==> src/rtl/pipe_pkg.sv <==
// Shared pipeline definitions: controller state encoding, bubble control value
// and the register-match helper used by hazard detection.
package pipe_pkg;

  localparam int REG_ADDR_W = 5;

  typedef enum logic [1:0] {
    ST_RUN        = 2'd0,
    ST_LOAD_STALL = 2'd1,
    ST_MEM_WAIT   = 2'd2
  } pipe_state_e;

  // control_wb value carried by a bubble entering MEM/WB
  localparam logic [1:0] CTRL_WB_BUBBLE = 2'b00;

  // $0 is hard-wired to zero, so it never creates a dependency
  function automatic logic reg_match(input logic [REG_ADDR_W-1:0] dst,
                                     input logic [REG_ADDR_W-1:0] src);
    return (dst != '0) && (dst == src);
  endfunction

endpackage

==> src/rtl/hazard_detect.sv <==
// Combinational load-use hazard check between the load in EX and the
// source operands of the instruction in ID.
module hazard_detect
  import pipe_pkg::*;
(
  input  logic                  ex_memread,
  input  logic [REG_ADDR_W-1:0] ex_rt,
  input  logic [REG_ADDR_W-1:0] id_rs,
  input  logic [REG_ADDR_W-1:0] id_rt,
  output logic                  load_use
);

  always_comb begin
    load_use = ex_memread && (reg_match(ex_rt, id_rs) || reg_match(ex_rt, id_rt));
  end

endmodule

==> src/rtl/pipe_ctrl.sv <==
// Pipeline stall/flush controller: memory-wait freeze, taken-branch flush and
// load-use stall, with a sticky memory timeout flag and a stall-cycle counter.
module pipe_ctrl
  import pipe_pkg::*;
#(
  parameter int MEM_TIMEOUT = 16,
  parameter int CNT_W       = 16
) (
  input  logic                  clk,
  input  logic                  rst,
  input  logic [REG_ADDR_W-1:0] id_rs,
  input  logic [REG_ADDR_W-1:0] id_rt,
  input  logic                  ex_memread,
  input  logic [REG_ADDR_W-1:0] ex_rt,
  input  logic                  ex_branch_taken,
  input  logic                  mem_req,
  input  logic                  mem_ready,
  output logic                  pc_en,
  output logic                  ifid_en,
  output logic                  exmem_en,
  output logic                  ifid_flush,
  output logic                  idex_flush,
  output logic                  memwb_bubble,
  output logic                  mem_err,
  output logic [CNT_W-1:0]      stall_count
);

  localparam int WAIT_W = $clog2(MEM_TIMEOUT + 1);
  localparam logic [WAIT_W-1:0] TIMEOUT_V = WAIT_W'(MEM_TIMEOUT);

  pipe_state_e       state_q, state_d;
  logic [WAIT_W-1:0] wait_cnt_q, wait_cnt_d;
  logic              mem_err_q, mem_err_d;
  logic [CNT_W-1:0]  stall_count_q, stall_count_d;
  logic              load_use;
  logic              mem_stall;

  hazard_detect u_hazard_detect (
    .ex_memread (ex_memread),
    .ex_rt      (ex_rt),
    .id_rs      (id_rs),
    .id_rt      (id_rt),
    .load_use   (load_use)
  );

  // Once waiting, only mem_ready releases the freeze.
  always_comb begin
    if (state_q == ST_MEM_WAIT) mem_stall = !mem_ready;
    else                        mem_stall = mem_req && !mem_ready;
  end

  always_ff @(posedge clk) begin
    if (rst) begin
      state_q       <= ST_RUN;
      wait_cnt_q    <= '0;
      mem_err_q     <= 1'b0;
      stall_count_q <= '0;
    end else begin
      state_q       <= state_d;
      wait_cnt_q    <= wait_cnt_d;
      mem_err_q     <= mem_err_d;
      stall_count_q <= stall_count_d;
    end
  end

  always_comb begin
    state_d = ST_RUN;
    case (state_q)
      ST_RUN: begin
        if (mem_stall)            state_d = ST_MEM_WAIT;
        else if (ex_branch_taken) state_d = ST_RUN;
        else if (load_use)        state_d = ST_LOAD_STALL;
        else                      state_d = ST_RUN;
      end
      ST_LOAD_STALL: state_d = mem_stall ? ST_MEM_WAIT : ST_RUN;
      ST_MEM_WAIT:   state_d = mem_ready ? ST_RUN : ST_MEM_WAIT;
      default:       state_d = ST_RUN;
    endcase
  end

  // Branch and load-use are only acted on in RUN; the other states emit defaults.
  always_comb begin
    pc_en        = 1'b1;
    ifid_en      = 1'b1;
    exmem_en     = 1'b1;
    ifid_flush   = 1'b0;
    idex_flush   = 1'b0;
    memwb_bubble = 1'b0;
    if (mem_stall) begin
      pc_en        = 1'b0;
      ifid_en      = 1'b0;
      exmem_en     = 1'b0;
      memwb_bubble = 1'b1;
    end else if (state_q == ST_RUN) begin
      if (ex_branch_taken) begin
        ifid_flush = 1'b1;
        idex_flush = 1'b1;
      end else if (load_use) begin
        pc_en      = 1'b0;
        ifid_en    = 1'b0;
        idex_flush = 1'b1;
      end
    end
  end

  // The wait counter includes the entry cycle, so mem_err rises after
  // MEM_TIMEOUT consecutive frozen cycles.
  always_comb begin
    wait_cnt_d = '0;
    if (mem_stall) begin
      wait_cnt_d = (wait_cnt_q == TIMEOUT_V) ? wait_cnt_q : wait_cnt_q + 1'b1;
    end
    mem_err_d     = mem_err_q || (mem_stall && (wait_cnt_d == TIMEOUT_V));
    stall_count_d = stall_count_q;
    if (!pc_en && (stall_count_q != '1)) begin
      stall_count_d = stall_count_q + 1'b1;
    end
  end

  assign mem_err     = mem_err_q;
  assign stall_count = stall_count_q;

endmodule

==> config.mk <==
export PLATFORM = sky130hd
export DESIGN_NAME = pipe_ctrl
export DESIGN_NICKNAME = d
export VERILOG_FILES = /design/src/rtl/pipe_pkg.sv /design/src/rtl/hazard_detect.sv /design/src/rtl/pipe_ctrl.sv
export SDC_FILE = /design/constraint.sdc
export NUM_CORES = 1
export LEC_CHECK = 0
export CAP_MARGIN = 20
export CORE_MARGIN = 2
export CORE_UTILIZATION = 45
export CTS_CLUSTER_SIZE = 40
export DETAILED_ROUTE_END_ITERATION = 7
export DONT_BUFFER_PORTS = 1
export PLACE_DENSITY = 0.67
export SLEW_MARGIN = 30
export SYNTH_ARGS = -nofsm -noshare
export SYNTH_HDL_FRONTEND = slang
export SYNTH_SLANG_ARGS = --single-unit
==> constraint.sdc <==
create_clock -name clk -period 5.5 [get_ports clk]
set_input_delay 1.65 -clock clk [delete_from_list [all_inputs] [get_ports clk]]
set_output_delay 1.65 -clock clk [all_outputs]
set_load 0.03 [all_outputs]
==> flow_summary.toml, run 1 <==
[run_status]
status = "completed"

[finish]
area_delta_synth_final_pct = 6.83
diodes = 0
fillers = 293
layout.nets = 193
drive_gt1_share_pct = 10.1

[yosys]
synth_cells = 166
yosysWarnings = 0
synthArstFlopShare_pct = 0
synthDistinctLibCells = 41
synth_area_leader_cell = "dfxtp_1"
synth.avg_cell_area_um2 = 8.39
ys_seq_area_share_pct = 34.5
yosysTopAreaCellShare_pct = 34.5
synthesis.nets = 190
synth_edf_count = 0
synthTopCellsByArea = "dfxtp_1, xor2_1, nor2_1, nand3_1, or4_1"
synth-seq-cells = 24
yosys_most_used_dff = "dfxtp_1"
syn_area_mm2 = 0.00139

[global_route]
first_global_vias = 1166
grt_pass1_wl_um = 5190
grt_max_degree = 25
overflow = 0
antenna_found_initial = 0
grt_usage_pct = 18.8

[timing]
fmax_mhz = 214
tightest_slew_ns = 0.630
fin_tns_setup_ns = 0
max_slew_margin_pct = 57.8
setup_ws_ns = 0.827
post-route-period-util_pct = 85.0
drv_slew = 0
setup_viol = 0
hold_viol = 0
timing.hold.ws_ns = 0.534
min_period_ns = 4.67
skew_ns = 0.0151
rsz0062_at_grt = "no"

[cts]
cts_resized = 0
cts_buffer_depth = 2
postCtsHoldBufs = 0
cts_tree = "yes"
cts_setup_buffers = 0
path_clk_slew_ns = 0.13
cts.sink_count = 24
htreeDepth = 1
cts_made_buffers = 3
clock_latency_ns = 0.33
ctsRootBufferMaster = "clkbuf_4"

[pwr]
ir_drop_uv = 87.6
p_leak_uw = 0.000529
powerDensity_mw_per_mm2 = 231

[placed_design]
portBuffers = 0
hpwl_um = 2290
gp_congestion = 0.840
post-place-ws_ns = 0.827

[drt]
first_pass_iters = 4
final_antenna_net_count = 0
vias_per_cell = 6.05
initialDrtViolationCount = 65
drc_errors = 0
wl_per_cell_um = 15.4
routed_wl_um = 3090
via_count = 1217

[flow_run]
max_cap_viol_count = 0

[die]
dieWidth_um = 59.6
initial_core_util_pct = 46.4
die_area_mm2 = 0.00356
core_area_mm2 = 0.00300
die_y_um = 59.6
ioPinCount = 44
rows = 20

[worst_setup_path]
rr_startpoint = "stall_count[6]$_SDFFE_PP0P_"
cp-start-kind = "input port"
cp-startpoint = "ex_rt[1]"
ff2ff_path_depth = 6
cp_max_fo = 22
r2r_slack_ns = 2.89
worstPathArrival_ns = 3.02
cp_data_required_time_ns = 3.85
cp-end-kind = "output port"
crit_type = "input port to output port"

[hold_path]
whs_path_depth = 1
min_from = "state_q[1]$_SDFF_PP0_"
hold_path_class = "flop to flop"
metal layers:
metal	GRT usage, %	up-vias	part of all wire, %
met1	23.6	574	45
met4	6.67	0	1.7
li1	-	620	-
met2	30.8	18	49
met5	0	-	0
met3	5.24	5	4.8
power breakdown:
group | total [uW] | switching, uW | internal (uW)
registers | 180 | 4.57 | 176
clock network | 131 | 57.1 | 73.8
logic | 33.0 | 20.7 | 12.3
total | 344 | 82.3 | 262
final timing paths:
kind                                                endpoint
worst max-delay path                                 ifid_en
worst min-delay path                   state_q[1]$_SDFF_PP0_
worst max register to register  stall_count[10]$_SDFFE_PP0P_
worst min register to register         state_q[1]$_SDFF_PP0_
Yosys cell counts (5+ instances only):
master   instances
nor2b_1          6
o31ai_1          6
nand3_1         12
mux2_2           5
dfxtp_1         24
xor2_1          13
nor2_1          17
a21oi_1         10
inv_1            8
or4_1            8
nand2_1          7
flip-flops by register name, indices dropped and copies added (netlist names):
signal / count
mem_err: 1
wait_cnt_q: 5
state_q: 2
stall_count: 16
layout make-up:
type	count	area [um2]	area share [%]
Inverter	9	33.8	2.27
Sequential cell	24	480	32.3
Clock inverter	1	30.0	2.02
Multi-Input combinational cell	127	850	57.1
Clock buffer	3	22.5	1.51
Timing Repair Buffer	4	30.0	2.02
Tap cell	33	41.3	2.78
metrics by stage:
step           util, %  instance area [um2]  total power [uW]  cells
6_report          49.5                 1490               344    201
5_1_grt           49.5                 1490               353    201
4_1_cts           49.3                 1480               344    201
3_5_place_dp      47.6                 1430               217    197
3_3_place_gp      47.6                 1430               216    197
2_1_floorplan        -                 1390               214    166
cell usage in the layout (no fill, tap or decap), drive strengths merged, types with 2 or more instances in the layout:
master	instances
and3	4
dfxtp	24
nor2b	6
nor3	4
clkbuf	3
nor4	4
nand3	12
buf	4
o21ai	6
a21oi	10
xor2	13
a41oi	2
ha	3
nand2	7
nor2	17
or4	9
a211oi	2
and2	2
inv	9
and4	3
mux2	6
o31ai	6
critical path: stages:
cell     delay, ns
or4_1         0.51
o21ai_1       0.17
or4_4         0.16
o21ai_4       0.08
inv_2         0.44
kinds of logic after synthesis:
logic type | count (synthesis) | share of synthesized area, %
xor gates and xnor gates | 14 | 8.81
DFF | 24 | 34.5
adders and majority gates | 3 | 2.70
muxes | 6 | 4.85
buffers and inverters | 15 | 4.94
and+or+nand+nor | 73 | 29.3
AOI/OAI and AO/OA | 31 | 14.9
Power figures use the tool's default switching activity.
==> run 2, diff against run 1 <==
- clock period: 5.5 -> 4.6 ns (I/O delays scaled with it)
==> flow_summary.toml, run 2 (same netlist as run 1, synthesis figures left out) <==
[run_status]
status = "completed"

[finish]
drive_gt1_share_pct = 11.3
finalNonFillerCells = 201
final_cell_mix = "dfxtp_1, nor2_1, xor2_1"
layout.nets = 194
layout_commonest_cell = "dfxtp_1"
area_delta_synth_final_pct = 5.66
diodes = 0
largest_reg_flops = 16
fillers = 299

[hold_path]
min_from = "state_q[1]$_SDFF_PP0_"
hold_path_class = "flop to flop"
whs_endpoint = "state_q[1]$_SDFF_PP0_"
whs_path_depth = 1

[cts]
cts_buffer_depth = 2
cts_made_buffers = 3
ctsRootBufferMaster = "clkbuf_4"
htreeDepth = 1
path_clk_slew_ns = 0.12
cts_tree = "yes"
cts_setup_buffers = 0
clock_latency_ns = 0.31
postCtsHoldBufs = 0
cts.sink_count = 24
cts_resized = 0

[drt]
vias_per_cell = 6.10
final_antenna_net_count = 0
via_count = 1227
first_pass_iters = 4
initialDrtViolationCount = 54
wl_per_cell_um = 14.3
drc_errors = 0
routed_wl_um = 2880

[worst_setup_path]
path_cells = "or4_1, o21ai_1, or4_4, o21ai_4, inv_2"
worstPathArrival_ns = 2.75
cp_data_required_time_ns = 3.22
ff2ff_path_depth = 7
rr_startpoint = "stall_count[6]$_SDFFE_PP0P_"
r2r_slack_ns = 2.30
max_stage_delay_ns = 0.50
cp_max_fo = 22
cpMaxStageDelayCell = "or4_1"
cp-end-kind = "output port"
crit_type = "input port to output port"
cp-start-kind = "input port"
r2r-end = "stall_count[10]$_SDFFE_PP0P_"

[die]
die_area_mm2 = 0.00356
die_y_um = 59.6
ioPinCount = 44
rows = 20
dieWidth_um = 59.6
core_area_mm2 = 0.00300
initial_core_util_pct = 46.4

[global_route]
first_global_vias = 1092
grt_max_degree = 25
grt_usage_pct = 17.1
overflow = 0
antenna_found_initial = 0
grt_pass1_wl_um = 4710

[timing]
fin_tns_setup_ns = 0
setup_ws_ns = 0.470
max_slew_margin_pct = 63.1
drv_slew = 0
hold_viol = 0
fmax_mhz = 242
setup_viol = 0
rsz0062_at_grt = "no"
post-route-period-util_pct = 89.8
tightest_slew_ns = 0.553
skew_ns = 0.00127
min_period_ns = 4.13

[pwr]
p_leak_uw = 0.000507
ir_drop_uv = 107
powerDensity_mw_per_mm2 = 234

[placed_design]
post-place-ws_ns = 0.458
portBuffers = 0
gp_congestion = 0.828
dp.cells = 198
hpwl_um = 2160

[flow_run]
max_cap_viol_count = 0
-- run 2: cell types whose count changed in the layout (fill, tap and decap cells not counted), sizes merged --
cell,before,now
bufinv,1,0
buf,4,5
-- run 2: how the worst max path moves through the flow --
stage | start | endpoint | slack [ns] | depth (start not counted)
global placement | ex_rt[1] | ifid_en | 0.49 | 5
finish | ex_rt[1] | ifid_en | 0.47 | 5
detailed placement | ex_rt[1] | ifid_en | 0.46 | 5
CTS | ex_rt[1] | ifid_en | 0.46 | 5
global route | ex_rt[1] | ifid_en | 0.39 | 5
floorplan | mem_req | ifid_flush | 0.06 | 3
-- run 2: final cells by class --
type | instances | area [um2] | share of cell area [%]
clock buffers | 3 | 22.5 | 1.53
inverters | 9 | 33.8 | 2.30
multi-input cells | 127 | 856 | 58.2
well taps | 33 | 41.3 | 2.81
repair buffers | 5 | 37.5 | 2.55
flip-flops and latches | 24 | 480 | 32.7
-- run 2: report_power, final --
part | switching [uW] | total [uW] | leakage, uW | internal [uW]
clock network | 58.9 | 89.5 | 0.0000138 | 30.6
logic | 24.7 | 39.9 | 0.000299 | 15.2
registers | 5.54 | 216 | 0.000194 | 210
-- run 2: metal layers --
layer	global-route usage, %	part of all wire (%)	routed length, um
met1	22.2	45	1300
met2	26.8	45	1300
met3	4.80	8.2	235
met4	6.67	1.4	40
met5	0	0	0
-- run 2: critical path, delay by kind of cell --
family | cells | cell delay (ns)
buf+inv | 1 | 0.45
simple gates | 2 | 0.66
compound gates | 2 | 0.25
-- run 2: per-stage QoR --
step | total power [uW] | util [%] | area [um2] | hold WS [ns]
global route | 363 | 49.0 | 1470 | 0.578
global placement | 259 | 48.3 | 1450 | 0.501
finish | 345 | 49.0 | 1470 | 0.538
floorplan | 256 | - | 1410 | 0.475
CTS | 349 | 49.0 | 1470 | 0.544
detailed placement | 260 | 48.3 | 1450 | 0.510
